File: src/rtl/vga_timing_gen.sv
`default_nettype none
// +--------------------------------------------------------------------------+
// | Module   : vga_timing_gen                                                |
// | Purpose  : VGA raster counters, sync/blank flags and frame tick, all     |
// |            registered; optional colour bars via VGA_TIMING_TEST_PATTERN_EN|
// | Revision : 1.0                                                           |
// +--------------------------------------------------------------------------+

`ifndef VGA_BUS_SIZE
`define VGA_BUS_SIZE 38
`endif
`ifndef VGA_MERGE
`define VGA_MERGE(hs_, vs_, hb_, vb_, hc_, vc_, rgb_) {hs_, vs_, hb_, vb_, hc_, vc_, rgb_}
`endif

module vga_timing_gen #(
  parameter int H_ACTIVE = 1024,
  parameter int H_FP     = 24,
  parameter int H_SYNC   = 136,
  parameter int H_BP     = 160,
  parameter int V_ACTIVE = 768,
  parameter int V_FP     = 3,
  parameter int V_SYNC   = 6,
  parameter int V_BP     = 29
) (
  input  logic                       pclk,
  input  logic                       rst,
  output logic [`VGA_BUS_SIZE-1:0]   vga_out,
  output logic                       frame_tick
);

  localparam logic [10:0] c_H_ACTIVE   = 11'(H_ACTIVE);
  localparam logic [10:0] c_H_LAST     = 11'(H_ACTIVE + H_FP + H_SYNC + H_BP - 1);
  localparam logic [10:0] c_HS_FIRST   = 11'(H_ACTIVE + H_FP);
  localparam logic [10:0] c_HS_LAST    = 11'(H_ACTIVE + H_FP + H_SYNC - 1);
  localparam logic [10:0] c_V_ACTIVE   = 11'(V_ACTIVE);
  localparam logic [10:0] c_V_LAST     = 11'(V_ACTIVE + V_FP + V_SYNC + V_BP - 1);
  localparam logic [10:0] c_VS_FIRST   = 11'(V_ACTIVE + V_FP);
  localparam logic [10:0] c_VS_LAST    = 11'(V_ACTIVE + V_FP + V_SYNC - 1);

  logic [10:0] r_hcount, r_vcount;
  logic [10:0] w_hcount_nxt, w_vcount_nxt;
  logic        r_hs, r_vs, r_hblnk, r_vblnk, r_frame_tick;
  logic        w_hs_nxt, w_vs_nxt, w_hblnk_nxt, w_vblnk_nxt, w_tick_nxt;
  logic [11:0] r_rgb, w_rgb_nxt;

  always_comb begin
    w_hcount_nxt = r_hcount + 11'd1;
    w_vcount_nxt = r_vcount;
    if (r_hcount == c_H_LAST) begin
      w_hcount_nxt = 11'd0;
      w_vcount_nxt = (r_vcount == c_V_LAST) ? 11'd0 : r_vcount + 11'd1;
    end
  end

  // Flags decode the upcoming count so they land on the bus with it.
  assign w_hblnk_nxt = (w_hcount_nxt >= c_H_ACTIVE);
  assign w_vblnk_nxt = (w_vcount_nxt >= c_V_ACTIVE);
  assign w_hs_nxt    = !((w_hcount_nxt >= c_HS_FIRST) && (w_hcount_nxt <= c_HS_LAST));
  assign w_vs_nxt    = !((w_vcount_nxt >= c_VS_FIRST) && (w_vcount_nxt <= c_VS_LAST));
  assign w_tick_nxt  = (w_hcount_nxt == 11'd0) && (w_vcount_nxt == c_V_ACTIVE);

`ifdef VGA_TIMING_TEST_PATTERN_EN
  logic [2:0] w_bar;
  assign w_bar     = w_hcount_nxt[9:7];
  assign w_rgb_nxt = (w_hblnk_nxt || w_vblnk_nxt) ? 12'h000
                   : {{4{w_bar[2]}}, {4{w_bar[1]}}, {4{w_bar[0]}}};
`else
  assign w_rgb_nxt = 12'h000;
`endif

  always_ff @(posedge pclk or negedge rst) begin
    if (!rst) begin
      r_hcount     <= 11'd0;
      r_vcount     <= 11'd0;
      r_hblnk      <= 1'b0;
      r_vblnk      <= 1'b0;
      r_hs         <= 1'b1;
      r_vs         <= 1'b1;
      r_rgb        <= 12'h000;
      r_frame_tick <= 1'b0;
    end else begin
      r_hcount     <= w_hcount_nxt;
      r_vcount     <= w_vcount_nxt;
      r_hblnk      <= w_hblnk_nxt;
      r_vblnk      <= w_vblnk_nxt;
      r_hs         <= w_hs_nxt;
      r_vs         <= w_vs_nxt;
      r_rgb        <= w_rgb_nxt;
      r_frame_tick <= w_tick_nxt;
    end
  end

  assign vga_out    = `VGA_MERGE(r_hs, r_vs, r_hblnk, r_vblnk, r_hcount, r_vcount, r_rgb);
  assign frame_tick = r_frame_tick;

endmodule

`default_nettype wire
File: config.mk
export PLATFORM = sky130hd
export DESIGN_NAME = vga_timing_gen
export DESIGN_NICKNAME = d
export VERILOG_FILES = /design/src/rtl/vga_timing_gen.sv
export SDC_FILE = /design/constraint.sdc
export NUM_CORES = 1
export LEC_CHECK = 0
export ABC_CLOCK_PERIOD_IN_PS = 7900
export BUFFER_PORTS_ARGS = -buffer_cell sky130_fd_sc_hd__buf_4
export CELL_PAD_IN_SITES_DETAIL_PLACEMENT = 2
export CELL_PAD_IN_SITES_GLOBAL_PLACEMENT = 2
export CORE_UTILIZATION = 25
export CTS_CLUSTER_SIZE = 10
export DETAILED_ROUTE_END_ITERATION = 6
export PLACE_DENSITY = 0.66
export SLEW_MARGIN = 30
export SYNTH_ARGS = -nofsm -noshare
export SYNTH_HDL_FRONTEND = slang
export SYNTH_SLANG_ARGS = --single-unit
export TNS_END_PERCENT = 100
File: constraint.sdc
create_clock -name pclk -period 7.9 [get_ports pclk]
set_clock_uncertainty 0.05 [all_clocks]
set_input_delay 0.79 -clock pclk [delete_from_list [all_inputs] [get_ports pclk]]
set_output_delay 0.79 -clock pclk [all_outputs]
set_load 0.01 [all_outputs]
---- After elaboration in Yosys (flattened, before gate mapping) ----
Cells that the tools add are included.
word-level totals
  flip-flop bits (word level) ............. 27
  input bits .............................. 2
  output and inout port bits .............. 39
  word-level logic and storage cells ...... 27
operators by class
  $add $sub $neg .......................... 2
  $lt $le $gt $ge ......................... 6
  eq/ne operators ......................... 3
  mux-type cells .......................... 3
  reductions and logical operators ........ 6
operators by type and width
  operator                                                                               number
  11-bit 2-to-1 mux                                                                      3
  11-bit by 1-bit adder with 11-bit output, second input constant                        2
  11-bit by 10-bit equality test with 1-bit output, second input constant                2
  11-bit by 10-bit greater-or-equal comparator with 1-bit output, second input constant  2
  11-bit greater-or-equal comparator, second input constant                              2
  11-bit equality test, second input constant                                            1
  11-bit by 10-bit <= comparator with 1-bit output, second input constant                1
  11-bit <= comparator, second input constant                                            1
  11-bit zero test                                                                       1
  1-bit logical AND                                                                      3
  1-bit zero test                                                                        2

---- Depth between registers and ports, before layout ----
Gate-level depths: netlist of run 1.
  depth after elaboration ................. 6
  gate-level depth with buffers ........... 8
  depth with buffers taken out ............ 8

---- Worst setup path after synthesis of run 1 ----
Ideal clock, no wire load.
  kind .................................... flip-flop to flip-flop
  start ................................... register r_hcount[0]
  end ..................................... register r_frame_tick, in the netlist frame_tick
  data arrival time ....................... 2432 ps
  data required time ...................... 7754 ps
  slack ................................... 5322 ps
  cell stages (with the launch flop) ...... 9
  path through ............................ dfrtp_1 -> ha_1 -> nand2_1 -> or4_4 -> buf_6 -> o31a_1 -> nor4b_2 -> nand4b_1 -> nor4_2
on the way
  word-level cells in the longest chain between the ends .. 4
  elaborated cells on any way between the ends .. 7
  those cells by class .................... 1 x add/sub; 2 x eq/ne; 2 x mux; 2 x reduce/logical
ends and longest elaborated chain
  element                                                                               RTL line  source
  start: declaration                                                                    41        logic [10:0] r_hcount, r_vcount;
  start signal: assignment                                                              83        r_hcount <= w_hcount_nxt;
  11-bit by 1-bit adder with 11-bit output or 11-bit equality test (tied branches)      48, 50
  11-bit 2-to-1 mux                                                                     50        if (r_hcount == c_H_LAST) begin
  11-bit zero test or 11-bit by 10-bit equality test with 1-bit output (tied branches)  61        assign w_tick_nxt = (w_hcount_nxt == 11'd0) && (w_vcount_nxt == c_V_ACTIVE);
  1-bit logical AND (*)                                                                 61
  net w_tick_nxt                                                                        44        logic w_hs_nxt, w_vs_nxt, w_hblnk_nxt, w_vblnk_nxt, w_tick_nxt;
  end signal: assignment                                                                90        r_frame_tick <= w_tick_nxt;
  end: declaration                                                                      43        logic r_hs, r_vs, r_hblnk, r_vblnk, r_frame_tick;
The timed path passes the listed nets; every way through them passes the cells marked *.

---- Worst setup path in the final report of run 1 ----
  start ................................... register r_hcount[0]
  end ..................................... register r_vs
on the way
  word-level cells in the longest chain between the ends .. 5
  elaborated cells on any way between the ends .. 6
  those cells by class .................... 2 x order compare; 1 x eq/ne; 1 x mux; 2 x reduce/logical
ends and longest elaborated chain
  element                                                                                                                             RTL line  source
  11-bit equality test (*)                                                                                                            50
  11-bit 2-to-1 mux (*)                                                                                                               50
  net w_vcount_nxt[3]                                                                                                                 42        logic [10:0] w_hcount_nxt, w_vcount_nxt;
  11-bit by 10-bit greater-or-equal comparator with 1-bit output or 11-bit by 10-bit <= comparator with 1-bit output (tied branches)  60        assign w_vs_nxt = !((w_vcount_nxt >= c_VS_FIRST) && (w_vcount_nxt <= c_VS_LAST));
  1-bit logical AND (*)                                                                                                               60
  1-bit zero test (*)                                                                                                                 60
  net w_vs_nxt                                                                                                                        44
  end signal: assignment                                                                                                              88        r_vs <= w_vs_nxt;
  end: declaration                                                                                                                    43
Marks and branches as above.

==> reports/qor.yml, run 1 <==
status:
  status: "finished clean"
setup_path:
  cpPeakStageDelay_ns: 0.73
  critPathBufInv: 0
  worst-setup-path-type: "reg2reg"
  r2r_start: "r_hcount[0]$_DFF_PN0_"
  rr_endpoint: "r_vs$_DFF_PN1_"
  path_delay_family: "simple AND/OR/NAND/NOR gates"
  critPathLaunchType: "flip-flop"
  cp_cell_sequence: "ha_1 -> nand2_1 -> or4_4 -> o41ai_1 -> nand4bb_1 -> a21o_2"
  crit_arrival_ns: 2.98
  worstPathMaxFanout: 12
  worst_path_max_delay_cell: "o41ai_1"
  r2r_slack_ns: 5.09
  crit_path_end_kind: "flip-flop"
  rr_worst_depth: 6
  cp.required_ns: 8.07
drt:
  wl_per_cell_um: 15.8
  num_vias: 1543
  firstDrtPassIters: 4
  routed_wl_um: 5040
  first_iter_violations: 33
  ant_nets: 0
  drc: 0
  via_per_inst: 4.84
logic_synthesis:
  yosysTopAreaCell: "dfrtp_1"
  synthCells: 202
  synth.most_common_cell: "dfrtp_1"
  synth_warnings: 0
  syn-cell-area_um2: 1830
  ys_types: 54
  syn_area_per_cell_um2: 9.06
  synth_seq_cells: 27
  synthTopCellsByCount: "dfrtp_1 (25), nor2_1 (20), nand2_1 (18), buf_4 (17), o21ai_0 (14)"
  synth_area_leaders: "dfrtp_1 (34%), buf_4 (7.0%), nor2_1 (4.1%)"
  yosysSeqAreaShare_pct: 37.1
  synth_edf_count: 0
  ys.flop_type: "dfrtp_1"
  ys_async_sr_fraction_pct: 100
  synth.top_cell.area_share_pct: 34.2
power:
  power_density_nw_per_um2: 109
  p_total_uw: 227
  ir_worst_vdd_mv: 0.0685
  p_leak_nw: 0.891
timing:
  fin_crit_sh_pct: 35.6
  post-route-min-period_ns: 2.81
  hold_slack_ns: 0.369
  slew_headroom_pct: 50.7
  grt_setup_unrepaired: "false"
  tightest_slew_ns: 0.730
  hold_viol: 0
  setup_tns_ns: 0
  finalSetupViolations: 0
  max_freq_mhz: 355
  drv_slew: 0
final_layout:
  fillers: 814
  final_util_pct: 30.1
  antennaDiodeCount: 0
  drive_above_1_share_pct: 22.4
  area_growth_pct: 14.1
  nNetsFinal: 230
die:
  start_util_pct: 26.3
  io_pins: 41
  die_h_um: 87.5
  rows: 30
  die-area_um2: 7660
  core_um2: 6940
  dieWidth_um: 87.5
grt:
  grt_use_total_pct: 13.9
  antenna_found_initial: 0
  first_global_vias: 1550
  grt_overflow: 0
  grt_pass1_wl_um: 8290
  grt_max_degree: 28
clocking:
  htreeDepth: 1
  ctsResizeCount: 0
  cts-root-buf: "clkbuf_8"
  clkSlewWorstSetupHoldPaths_ns: 0.10
  cts_sinks: 27
  hold_buffers: 0
  cts_setup_buffers: 0
  clock_latency_ns: 0.27
  cts_made_buffers: 3
  cts_tree: "yes"
  clockBufferDepth: 2
placed_design:
  gp_congestion: 0.771
  io_buffers: 28
  place_hpwl_um: 3780
job:
  maxCapViolCount: 0
min_path:
  min_path_type: "in2async"
-- routing by layer --
metal / share of wire, % / routed length [um] / global-route usage [%] / vias up
li1: - / - / - / 742
met1: 52 / 2630 / 21.0 / 772
met2: 45 / 2270 / 21.2 / 23
met3: 1.3 / 66 / 0.848 / 6
met4: 1.6 / 79 / 4.17 / 0
met5: 0 / 0 / 0 / -
-- final cells by class --
class	instances	area (um^2)	area share, %
clock buffers	4	45.0	2.16
inverters	7	26.3	1.26
multi-input cells	156	1000	47.9
flip-flops and latches	27	678	32.5
well taps	96	120	5.76
repair buffers	29	218	10.4
-- worst max path at each step --
stage / endpoint / startpoint / slack [ns] / cells after the start
after floorplan: frame_tick$_DFF_PN0_ / r_hcount[0]$_DFF_PN0_ / 5.32 / 8
after global placement: frame_tick$_DFF_PN0_ / r_vcount[0]$_DFF_PN0_ / 5.18 / 7
after detailed placement: frame_tick$_DFF_PN0_ / r_vcount[0]$_DFF_PN0_ / 5.14 / 7
after CTS: frame_tick$_DFF_PN0_ / r_vcount[0]$_DFF_PN0_ / 5.12 / 7
after global routing: frame_tick$_DFF_PN0_ / r_hcount[0]$_DFF_PN0_ / 4.86 / 8
final: r_vs$_DFF_PN1_ / r_hcount[0]$_DFF_PN0_ / 5.09 / 6
-- metrics by stage --
| step | std cells | instance area, um^2 | worst slack, ns |
|---|---|---|---|
| 2_1_floorplan | 213 | 1870 | 5.32 |
| 3_5_place_dp | 315 | 2040 | 5.14 |
| 4_1_cts | 319 | 2090 | 5.12 |
| 5_1_grt | 319 | 2090 | 4.86 |
| 3_3_place_gp | 315 | 2040 | 5.18 |
| 6_report | 319 | 2090 | 5.09 |
-- cells in the final DEF, fill, tap and decap left out, types with 4 or more instances in the layout --
cell type,instances
nand2_1,18
xnor2_1,4
inv_1,7
o21ai_0,14
ha_1,4
nand3_1,10
conb_1,12
nor2_1,20
buf_4,29
dfrtp_1,25
and3_1,4
o31ai_1,4
nor3_1,4
xor2_1,5
a21oi_1,6
-- power by group --
group	internal, mW	total, mW	switching, mW
registers	0.138	0.138	0
clock network	0.0362	0.0832	0.0469
logic	0.000336	0.00569	0.00536
-- flip-flops by register name, summed over array words and instances (netlist names) --
register and flops:
frame_tick 1, r_hblnk 1, r_vs 1, r_vcount 11
r_vblnk 1, r_hs 1, r_hcount 11
-- cells by family after synthesis --
kind of cell             Yosys count  synth area share, %
flip-flops                        27                 37.1
buffers and inverters             30                 10.5
multiplexers                       3                 1.78
XOR/XNOR                           9                 4.31
AO/OA/AOI/OAI                     38                 13.5
other                              1                0.205
AND/OR/NAND/NOR                   90                 29.9
adder cells (fa/ha/maj)            4                 2.74
(Power assumes the default switching activity.)
==> run 2: changes to the inputs <==
--- a/config.mk
+++ b/config.mk
@@ -5,7 +5,7 @@
 export SDC_FILE = /design/constraint.sdc
 export NUM_CORES = 1
 export LEC_CHECK = 0
-export ABC_CLOCK_PERIOD_IN_PS = 7900
+export ABC_CLOCK_PERIOD_IN_PS = 2800
 export BUFFER_PORTS_ARGS = -buffer_cell sky130_fd_sc_hd__buf_4
 export CELL_PAD_IN_SITES_DETAIL_PLACEMENT = 2
 export CELL_PAD_IN_SITES_GLOBAL_PLACEMENT = 2
==> constraint.sdc (replaced) <==
create_clock -name pclk -period 2.8 [get_ports pclk]
set_clock_uncertainty 0.05 [all_clocks]
set_input_delay 0.28 -clock pclk [delete_from_list [all_inputs] [get_ports pclk]]
set_output_delay 0.28 -clock pclk [all_outputs]
set_load 0.01 [all_outputs]
==> run 2 against run 1 <==
Wire length rose by 6.7%. Clock power increased to 2.9 times the previous value. Cell area up 5.6%. Fmax is 7.5% higher. Final cell count up 4.7%. Die area is the same. Power rose to 2.8 times the previous value. Combinational power rose to 3.1 times the previous value. Via count up 4.5%. Critical path depth down 1. Flip-flop and latch count unchanged. First-iteration DRC count is 85% higher. Critical path type unchanged. Critical endpoint unchanged. Largest power group unchanged.
==> reports/qor.yml, run 2 (synthesis results as in run 1) <==
status:
  status: "finished clean"
drt:
  drc: 0  # unchanged
  first_iter_violations: 61  # +85%
  firstDrtPassIters: 4  # unchanged
  via_per_inst: 4.83  # -0.22%
  routed_wl_um: 5380  # +6.7%
  wl_per_cell_um: 16.1  # +1.9%
  num_vias: 1612  # +4.5%
  ant_nets: 0  # unchanged
power:
  p_switching_uw: 154  # +190%
  power_density_nw_per_um2: 293  # +170%
  pwr-share-seq_pct: 60.4  # -0.5 points
  swShare_pct: 23.8  # +0.76 points
  p_leak_nw: 0.969  # +8.8%
  p_total_uw: 646  # +180%
  clockPowerShare_pct: 36.9  # +0.3 points
  pwr-share-comb_pct: 2.7  # +0.2 points
  ir_worst_vdd_mv: 0.207  # +200%
  p_int_uw: 492  # +180%
die:
  start_util_pct: 26.3  # unchanged
  die-area_um2: 7660  # unchanged
  io_pins: 41  # unchanged
  core_um2: 6940  # unchanged
  rows: 30  # unchanged
  die_h_um: 87.5  # unchanged
  dieWidth_um: 87.5  # unchanged
setup_path:
  path_delay_family: "simple AND/OR/NAND/NOR gates"
  r2r_start: "r_hcount[9]$_DFF_PN0_"
  crit_path_end_kind: "flip-flop"
  rr_endpoint: "r_vs$_DFF_PN1_"
  cp.required_ns: 2.97  # -5.10 ns
  cp_cell_sequence: "nand4bb_4 -> or4_4 -> o41ai_1 -> nand4bb_1 -> a21o_2"
  critPathLaunchType: "flip-flop"
  cpPeakStageDelay_ns: 0.68  # -0.05 ns
  r2r_slack_ns: 0.18  # -4.90 ns
  rr_worst_depth: 5  # -1
  crit_arrival_ns: 2.79  # -0.19 ns
  worst-setup-path-type: "reg2reg"
  worstPathMaxFanout: 7  # -5
  critPathBufInv: 0  # unchanged
  worst_path_max_delay_cell: "o41ai_1"
final_layout:
  largest_registers: "r_hcount x11, r_vcount x11"
  multi_input_area_um2: 1000  # unchanged
  ff_latch_area_um2: 678  # unchanged
  area_growth_pct: 20.5
  nNetsFinal: 245  # +6.5%
  antennaDiodeCount: 0  # unchanged
  fillers: 824  # +1.2%
  final_common_cell: "buf_4"
  drive_above_1_share_pct: 27.3  # +4.9 points
  layout_common_cells: "buf_4 (43), dfrtp_1 (25), nor2_1 (20)"
clocking:
  clkSlewWorstSetupHoldPaths_ns: 0.10  # about the same
  clockBufferDepth: 2  # unchanged
  cts-root-buf: "clkbuf_8"
  clock_latency_ns: 0.28  # about the same
  ctsResizeCount: 0  # unchanged
  cts_sinks: 27  # unchanged
  cts_tree: "yes"
  cts_made_buffers: 3  # unchanged
  htreeDepth: 1  # unchanged
timing:
  tightest_slew_ns: 0.670  # -0.0593 ns
  hold_viol: 0  # unchanged
  post-route-min-period_ns: 2.62  # -0.197 ns
  slew_headroom_pct: 54.7  # +4.0 points
  setup_tns_ns: 0  # unchanged
  max_freq_mhz: 382  # +7.5%
  grt_setup_unrepaired: "false"
  hold_slack_ns: 0.407  # +0.0382 ns
  fin_crit_sh_pct: 93.4  # +58 points
  drv_slew: 0  # unchanged
  finalSetupViolations: 0  # unchanged
grt:
  first_global_vias: 1692  # +9.2%
  grt_overflow: 0  # unchanged
  grt_use_total_pct: 15.0  # +1.1 points
  grt_pass1_wl_um: 8910  # +7.5%
  antenna_found_initial: 0  # unchanged
  grt_max_degree: 28  # unchanged
job:
  maxCapViolCount: 0  # unchanged
placed_design:
  gp_congestion: 0.790  # +2.5%
  place_hpwl_um: 4060  # +7.3%
  io_buffers: 28  # unchanged
min_path:
  min_path_type: "in2async"
run 2: changes by cell type in the layout (fill, tap and decap cells not counted), sizes merged:
cell / delta
clkinv: +1
buf: +14
dlygate4sd3: +1
clkbuf: -1
run 2: worst register-to-register path, cell delays in order (launching register included):
cell	delay [ns]
dfrtp_1	0.47
nand4bb_4	0.31
or4_4	0.60
o41ai_1	0.68
nand4bb_1	0.22
a21o_2	0.24
run 2: layout make-up:
cell class	count	area share (%)
Clock buffer	3	1.87
Clock inverter	1	0.227
Inverter	7	1.19
Multi-Input combinational cell	156	45.4
Sequential cell	27	30.8
Tap cell	96	5.45
Timing Repair Buffer	44	15.1
run 2: power groups by stage:
stage | clock network (mW) | registers (mW) | logic [mW]
floorplan | 0 | 0.397 | 0.0194
global placement | 0 | 0.397 | 0.0168
detailed placement | 0 | 0.397 | 0.0172
CTS | 0.252 | 0.390 | 0.0183
global route | 0.263 | 0.390 | 0.0201
finish | 0.238 | 0.390 | 0.0175
run 2: what timing repair did:
action / CTS / global route
hold endpoints to repair: 25 / 0
setup buffers: 0 / 2
hold buffers: 1 / 0
setup endpoints to repair: 0 / 1
run 2: per-stage QoR:
stage	util [%]	worst slack [ns]	std cells	area [um^2]
2_1_floorplan	-	0.222	213	1870
4_1_cts	31.5	0.142	332	2190
5_1_grt	31.7	0.0373	334	2200
6_report	31.7	0.184	334	2200
3_3_place_gp	30.7	0.221	327	2130
3_5_place_dp	30.7	0.191	327	2130
run 2: worst max-delay path by stage:
stage	from	depth (start not counted)	end
global route	r_hcount[9]$_DFF_PN0_	6	frame_tick$_DFF_PN0_
finish	r_hcount[9]$_DFF_PN0_	5	r_vs$_DFF_PN1_
CTS	r_hcount[1]$_DFF_PN0_	6	r_vs$_DFF_PN1_
global placement	r_hcount[1]$_DFF_PN0_	7	frame_tick$_DFF_PN0_
detailed placement	r_hcount[1]$_DFF_PN0_	7	frame_tick$_DFF_PN0_
floorplan	r_hcount[0]$_DFF_PN0_	8	frame_tick$_DFF_PN0_
run 2: per-layer routing:
layer / vias up / wire, um / global-route usage [%] / share of wire [%]
li1: 775 / - / - / -
met1: 799 / 2640 / 21.9 / 49
met4: 0 / 75 / 4.47 / 1.4
met3: 6 / 146 / 1.41 / 2.7
met2: 32 / 2520 / 23.5 / 47
met5: - / 0 / 0 / 0
